File: src/rtl/bcd_press_counter_pkg.sv
// rtl/bcd_press_counter_pkg.sv - shared display constants and debouncer state encoding
package bcd_press_counter_pkg;

  localparam int         BCD_W                   = 4;
  localparam logic [3:0] BCD_MAX                 = 4'd9;
  localparam int         DEFAULT_DEBOUNCE_CYCLES = 65535;

  typedef enum logic [1:0] {
    DB_IDLE      = 2'd0,
    DB_ARMING    = 2'd1,
    DB_HELD      = 2'd2,
    DB_RELEASING = 2'd3
  } db_state_t;

endpackage

File: src/rtl/bcd_press_counter_press_debouncer.sv
// rtl/bcd_press_counter_press_debouncer.sv - 2-flop synchronizer plus debounce FSM for one button
// Optional hold auto-repeat under BCD_PRESS_COUNTER_HOLD_REPEAT_EN.
module press_debouncer
  import bcd_press_counter_pkg::*;
#(
  parameter int DEBOUNCE_CYCLES = DEFAULT_DEBOUNCE_CYCLES
`ifdef BCD_PRESS_COUNTER_HOLD_REPEAT_EN
  ,
  parameter int REPEAT_DELAY    = 50000000,
  parameter int REPEAT_PERIOD   = 10000000
`endif
) (
  input  logic clk,
  input  logic rst_n,
  input  logic raw,
  output logic press,
  output logic level
);

  localparam int CNT_W = $clog2(DEBOUNCE_CYCLES);
  localparam logic [CNT_W-1:0] CNT_LAST = CNT_W'(DEBOUNCE_CYCLES - 1);

  logic            sync_a;
  logic            sync_b;
  db_state_t       state;
  logic [CNT_W-1:0] stable_cnt;
  logic            entry;

  // Entry strobe is decoded from registered state so it lands in the accepting cycle.
  assign entry = (state == DB_ARMING) && sync_b && (stable_cnt == CNT_LAST);
  assign level = entry || (state == DB_HELD) || (state == DB_RELEASING);

  always_ff @(posedge clk or negedge rst_n) begin
    if (!rst_n) begin
      sync_a     <= 1'b0;
      sync_b     <= 1'b0;
      state      <= DB_IDLE;
      stable_cnt <= '0;
    end else begin
      sync_a <= raw;
      sync_b <= sync_a;
      case (state)
        DB_IDLE: begin
          if (sync_b) begin
            state      <= DB_ARMING;
            stable_cnt <= '0;
          end
        end
        DB_ARMING: begin
          if (!sync_b) begin
            state      <= DB_IDLE;
            stable_cnt <= '0;
          end else if (entry) begin
            state      <= DB_HELD;
            stable_cnt <= '0;
          end else begin
            stable_cnt <= stable_cnt + 1'b1;
          end
        end
        DB_HELD: begin
          if (!sync_b) begin
            state      <= DB_RELEASING;
            stable_cnt <= '0;
          end
        end
        default: begin
          if (sync_b) begin
            state      <= DB_HELD;
            stable_cnt <= '0;
          end else if (stable_cnt == CNT_LAST) begin
            state      <= DB_IDLE;
            stable_cnt <= '0;
          end else begin
            stable_cnt <= stable_cnt + 1'b1;
          end
        end
      endcase
    end
  end

`ifdef BCD_PRESS_COUNTER_HOLD_REPEAT_EN
  localparam int HOLD_MAX = (REPEAT_DELAY > REPEAT_PERIOD) ? REPEAT_DELAY : REPEAT_PERIOD;
  localparam int HOLD_W   = $clog2(HOLD_MAX) + 1;

  logic [HOLD_W-1:0] hold_cnt;
  logic              repeating;
  logic [HOLD_W-1:0] hold_limit;
  logic              repeat_fire;

  // First step waits the long delay, later steps use the short period.
  assign hold_limit  = repeating ? HOLD_W'(REPEAT_PERIOD - 1) : HOLD_W'(REPEAT_DELAY - 1);
  assign repeat_fire = (state == DB_HELD) && (hold_cnt == hold_limit);
  assign press       = entry || repeat_fire;

  always_ff @(posedge clk or negedge rst_n) begin
    if (!rst_n) begin
      hold_cnt  <= '0;
      repeating <= 1'b0;
    end else if (state != DB_HELD) begin
      hold_cnt  <= '0;
      repeating <= 1'b0;
    end else if (repeat_fire) begin
      hold_cnt  <= '0;
      repeating <= 1'b1;
    end else begin
      hold_cnt  <= hold_cnt + 1'b1;
    end
  end
`else
  assign press = entry;
`endif

endmodule

File: src/rtl/bcd_press_counter.sv
// rtl/bcd_press_counter.sv - debounced inc/dec/clear buttons driving a cascaded BCD up/down counter
// Hold auto-repeat is built only when BCD_PRESS_COUNTER_HOLD_REPEAT_EN is defined.
module bcd_press_counter
  import bcd_press_counter_pkg::*;
#(
  parameter int DEBOUNCE_CYCLES = DEFAULT_DEBOUNCE_CYCLES,
  parameter int DIGITS          = 4,
  parameter int REPEAT_DELAY    = 50000000,
  parameter int REPEAT_PERIOD   = 10000000
) (
  input  logic                    sysclock,
  input  logic                    reset,
  input  logic                    raw_inc,
  input  logic                    raw_dec,
  input  logic                    raw_clear,
  output logic [BCD_W*DIGITS-1:0] count,
  output logic                    inc_pulse,
  output logic                    dec_pulse,
  output logic                    overflow,
  output logic                    underflow
);

  if (DEBOUNCE_CYCLES < 2 || DIGITS < 1 || REPEAT_DELAY < 1 || REPEAT_PERIOD < 1) begin : g_bad_param
    $error("bcd_press_counter: illegal parameter value");
  end

  logic inc_press, inc_level;
  logic dec_press, dec_level;
  logic clear_press, clear_level;
  logic unused_levels;

  press_debouncer #(
    .DEBOUNCE_CYCLES(DEBOUNCE_CYCLES)
`ifdef BCD_PRESS_COUNTER_HOLD_REPEAT_EN
    , .REPEAT_DELAY(REPEAT_DELAY), .REPEAT_PERIOD(REPEAT_PERIOD)
`endif
  ) u_inc (.clk(sysclock), .rst_n(reset), .raw(raw_inc), .press(inc_press), .level(inc_level));

  press_debouncer #(
    .DEBOUNCE_CYCLES(DEBOUNCE_CYCLES)
`ifdef BCD_PRESS_COUNTER_HOLD_REPEAT_EN
    , .REPEAT_DELAY(REPEAT_DELAY), .REPEAT_PERIOD(REPEAT_PERIOD)
`endif
  ) u_dec (.clk(sysclock), .rst_n(reset), .raw(raw_dec), .press(dec_press), .level(dec_level));

  press_debouncer #(
    .DEBOUNCE_CYCLES(DEBOUNCE_CYCLES)
`ifdef BCD_PRESS_COUNTER_HOLD_REPEAT_EN
    , .REPEAT_DELAY(REPEAT_DELAY), .REPEAT_PERIOD(REPEAT_PERIOD)
`endif
  ) u_clear (.clk(sysclock), .rst_n(reset), .raw(raw_clear), .press(clear_press), .level(clear_level));

  assign unused_levels = inc_level ^ dec_level ^ clear_press;

  // Clear wins; coincident inc and dec cancel out entirely.
  logic apply_inc, apply_dec;
  assign apply_inc = inc_press && !dec_press && !clear_level;
  assign apply_dec = dec_press && !inc_press && !clear_level;

  logic [DIGITS:0]             carry;
  logic [DIGITS:0]             borrow;
  logic [BCD_W*DIGITS-1:0]     count_up;
  logic [BCD_W*DIGITS-1:0]     count_down;

  assign carry[0]  = 1'b1;
  assign borrow[0] = 1'b1;

  for (genvar i = 0; i < DIGITS; i++) begin : g_digit
    logic [BCD_W-1:0] digit;
    assign digit = count[i*BCD_W +: BCD_W];
    assign count_up[i*BCD_W +: BCD_W] =
      !carry[i] ? digit : ((digit == BCD_MAX) ? '0 : digit + 1'b1);
    assign count_down[i*BCD_W +: BCD_W] =
      !borrow[i] ? digit : ((digit == '0) ? BCD_MAX : digit - 1'b1);
    assign carry[i+1]  = carry[i]  && (digit == BCD_MAX);
    assign borrow[i+1] = borrow[i] && (digit == '0);
  end

  always_ff @(posedge sysclock or negedge reset) begin
    if (!reset) begin
      count     <= '0;
      inc_pulse <= 1'b0;
      dec_pulse <= 1'b0;
      overflow  <= 1'b0;
      underflow <= 1'b0;
    end else begin
      inc_pulse <= apply_inc;
      dec_pulse <= apply_dec;
      overflow  <= apply_inc && carry[DIGITS];
      underflow <= apply_dec && borrow[DIGITS];
      if (clear_level) begin
        count <= '0;
      end else if (apply_inc) begin
        count <= count_up;
      end else if (apply_dec) begin
        count <= count_down;
      end
    end
  end

endmodule
File: config.mk
export PLATFORM = sky130hd
export DESIGN_NAME = bcd_press_counter
export DESIGN_NICKNAME = d
export VERILOG_FILES = /design/src/rtl/bcd_press_counter_pkg.sv /design/src/rtl/bcd_press_counter_press_debouncer.sv /design/src/rtl/bcd_press_counter.sv
export SDC_FILE = /design/constraint.sdc
export NUM_CORES = 1
export LEC_CHECK = 0
export CORE_ASPECT_RATIO = 2
export CORE_MARGIN = 2
export CORE_UTILIZATION = 55
export DETAILED_ROUTE_END_ITERATION = 8
export PLACE_DENSITY = 0.75
export SYNTH_ARGS = -nofsm -noshare
export SYNTH_HDL_FRONTEND = slang
export SYNTH_SLANG_ARGS = --single-unit
File: constraint.sdc
create_clock -name sysclock -period 2.3 [get_ports sysclock]
set_input_delay 0.69 -clock sysclock [delete_from_list [all_inputs] [get_ports sysclock]]
set_output_delay 0.69 -clock sysclock [all_outputs]
set_load 0.005 [all_outputs]
==> results.py <==
metrics = {
    "critical_path": {
        "required_ps": 2540,
        "rr_startpoint": "u_inc.stable_cnt[1]$_DFFE_PN0P_",
        "critPathCapture": "count[14]$_DFFE_PN0P_",
        "critPathArrivalTime_ps": 2440,
        "cp_slowest_cell": "dfrtp_1",
        "crit_type": "reg2reg",
        "crit_chain": "ha_1, and4_1, and4_4, a2111o_1, o22ai_2, o21ai_1, o31ai_1",
        "ff2ff_path_depth": 7,
        "critPathBufInv": 0,
        "r2r-end": "count[14]$_DFFE_PN0P_",
        "path_depth": 7,
        "max_stage_delay_ps": 420,
        "crit_start": "u_inc.stable_cnt[1]$_DFFE_PN0P_",
        "r2r_slack_ps": 100,
        "crit_family": "compound AO/OA/AOI/OAI gates",
        "critPathCaptureType": "register",
        "critPathMaxFanout": 7,
        "crit_path_start_kind": "register",
    },
    "clock_network": {
        "clock-sinks": 80,
        "clk_pin_slew_ps": 60,
        "root_buffer": "clkbuf_16",
        "insertion_delay_ps": 340,
        "clockBufferDepth": 2,
        "h-tree-depth": 3,
        "cts_inserted_buffers": 9,
        "cts_tree": "done",
    },
    "final_layout": {
        "layout-drive-gt1-share_pct": 12.05,
        "nets": 569,
        "instances_no_fill": 654,
        "n_antenna_cell": 0,
        "seq_area_mm2": 0.002002,
        "design_area_mm2": 0.005399,
        "area_growth_pct": 16.43,
        "fill_cells": 686,
        "multi_input_area_mm2": 0.002471,
    },
    "synth": {
        "synth_top_area_share_pct": 43.17,
        "synth_cell_types": 65,
        "async_flop_share_pct": 100.0,
        "synthSimpleGateAreaFrac_pct": 25.82,
        "ys.flop_type": "dfrtp_1",
        "ys_top_cells_by_count": "dfrtp_1, nor2_1, nand2_1, o21ai_0, nand3_1",
        "synth_top_family_by_area": "simple AND/OR/NAND/NOR gates",
        "synth-seq-cells": 80,
        "syn-num-nets": 526,
        "synthMuxAreaShare_pct": 2.671,
        "synth-adder-area-share_pct": 3.238,
        "avgSynthCellArea_um2": 9.110,
        "postSynthCellCount": 509,
        "synth_warnings": 0,
        "ys_seq_area_share_pct": 43.17,
        "synth_edf_count": 0,
        "synth_area_mm2": 0.004637,
        "yosysMostFrequentCell": "dfrtp_1",
        "yosysTopAreaCell": "dfrtp_1",
        "synth_area_leaders": "dfrtp_1, nor2_1, o21ai_0, nand2_1, xor2_1",
        "synthXorXnorAreaFrac_pct": 5.666,
        "synth_compound_area_share_pct": 15.70,
    },
    "placement": {
        "numPortBuffers": 24,
        "place_inst": 639,
        "dp_slack_ps": 130.3,
        "placed_cell_area_mm2": 0.005104,
        "place.gp.congestion": 0.8762,
        "place_hpwl_um": 7841,
    },
    "global_routing": {
        "antenna_found_initial": 0,
        "overflow": 0,
        "grt_pass1_wl_um": 17690,
        "grt_max_degree": 32,
        "grt_pass1_vias": 3926,
        "grt_usage_pct": 25.17,
    },
    "sta": {
        "period_share_pct": 95.45,
        "hold_viol": 0,
        "tightestPinTransition_ps": 592.8,
        "fin_skew_ps": 10.09,
        "relSlewSlack_pct": 60.12,
        "max_freq_ghz": 0.4555,
        "fin_tns_setup_ps": 0,
        "final-setup-viol-count": 0,
        "post-route-min-period_ps": 2195,
        "drv_slew": 0,
        "finalWorstSetupSlack_ps": 104.8,
    },
    "pwr": {
        "power_leakage_uw": 0.002316,
        "peakVddDrop_mv": 0.5826,
        "power_uw": 3273,
        "p_per_area_mw_per_mm2": 606.3,
    },
    "die": {
        "pin_count": 25,
        "rows": 47,
        "core_area_mm2": 0.008233,
        "die_y_um": 133.9,
        "start_util_pct": 56.32,
        "die_w_um": 68.93,
        "die_area_mm2": 0.009226,
    },
    "job": {
        "max-cap-violations": 0,
    },
    "detailed_routing": {
        "antenna_left": 0,
        "avgViaCountPerCell": 6.037,
        "drtIter0Drc": 224,
        "drc": 0,
        "first_pass_iters": 5,
        "wire_per_inst_um": 16.20,
        "via_count": 3948,
        "wirelength_um": 10590,
    },
    "hold_path": {
        "hp-class": "in2async",
    },
    "run_status": {
        "status": "complete, no violations",
    },
}
[layer usage]
layer	vias up	track usage, %	wire length (µm)	share of wire, %
met5	-	0	0	0
met4	0	13.07	371	3.5
met3	33	5.453	268	2.5
met2	68	44.98	5933	56
met1	1949	26.05	4018	38
li1	1898	-	-	-
[sequential cells by signal (all words and copies together) (netlist names), named ones only]
register	cells
u_inc.sync_b	1
u_inc.state	1
u_clear.stable_cnt	16
u_clear.state	1
overflow	1
u_clear.sync_a	1
u_inc.sync_a	1
u_dec.stable_cnt	16
dec_pulse	1
u_dec.sync_a	1
u_dec.state	1
count	16
u_dec.sync_b	1
u_inc.stable_cnt	16
inc_pulse	1
u_clear.sync_b	1
underflow	1
[logic make-up (layout without fill, tap and decap cells)]
logic type                 after synthesis  after routing
AOI/OAI and AO/OA                      107            107
muxes                                   12             12
buffers and inverters                   34             81
adders and majority gates               12             12
and+or+nand+nor                        234            234
xor gates and xnor gates                30             30
DFF                                     80             80
[report_power, final]
group / internal (µW) / switching (µW) / total (µW)
logic: 130 / 236 / 366
clock network: 830 / 565 / 1390
registers: 1450 / 57.5 / 1510
[worst min path at each step]
stage	startpoint	to	slack (ps)
6_report	reset	u_dec.stable_cnt[7]$_DFFE_PN0P_	290
5_1_grt	reset	u_dec.stable_cnt[10]$_DFFE_PN0P_	310
4_1_cts	reset	u_dec.stable_cnt[10]$_DFFE_PN0P_	300
3_5_place_dp	u_clear.sync_a$_DFF_PN0_	u_clear.sync_b$_DFF_PN0_	340
3_3_place_gp	u_clear.sync_a$_DFF_PN0_	u_clear.sync_b$_DFF_PN0_	330
2_1_floorplan	u_clear.sync_a$_DFF_PN0_	u_clear.sync_b$_DFF_PN0_	330
[layout make-up]
cell class | count | area share (%)
Multi-Input combinational cell | 395 | 45.77
Sequential cell | 80 | 37.08
Timing Repair Buffer | 53 | 8.667
Clock buffer | 9 | 4.171
Tap cell | 98 | 2.271
Clock inverter | 6 | 1.136
Inverter | 13 | 0.9038
[stage by stage]
stage	utilization, %	hold WS (ps)
after CTS	65.47	298.1
final	65.58	289.7
after global placement	61.99	333.9
after detailed placement	61.99	339.5
after global routing	65.58	308.1
after floorplan	-	331.2
[layout by cell type (no fill, tap or decap), types with 2 or more instances in the layout]
| cell | count |
|---|---|
| mux2_2 | 3 |
| o2111ai_1 | 2 |
| clkbuf_16 | 9 |
| clkinv_2 | 3 |
| o21ai_0 | 40 |
| nor2_1 | 71 |
| xor2_1 | 19 |
| o21ai_1 | 5 |
| o21ba_2 | 2 |
| clkdlybuf4s50_1 | 23 |
| o211ai_1 | 2 |
| a211oi_2 | 2 |
| a21oi_1 | 10 |
| o32ai_1 | 2 |
| and2_1 | 5 |
| a41o_1 | 2 |
| inv_1 | 13 |
| nor3_1 | 7 |
| and3_1 | 14 |
| and4_4 | 4 |
| ha_1 | 12 |
| nor2b_1 | 8 |
| nand2_1 | 48 |
| o31ai_1 | 10 |
| mux2i_1 | 9 |
| a21o_1 | 3 |
| and4_1 | 5 |
| a31oi_1 | 7 |
| nand2b_1 | 13 |
| a211oi_1 | 2 |
| dfrtp_1 | 80 |
| xnor2_1 | 11 |
| buf_4 | 29 |
| nand3_1 | 29 |
| nor4_1 | 3 |
| nand3b_1 | 7 |
| nand4_1 | 9 |
[timing repair]
item	4_1_cts	5_1_grt
setup endpoints to repair	0	5
setup buffers	0	0
hold buffers	0	0
resized for setup	0	1
(Power assumes the default switching activity.)
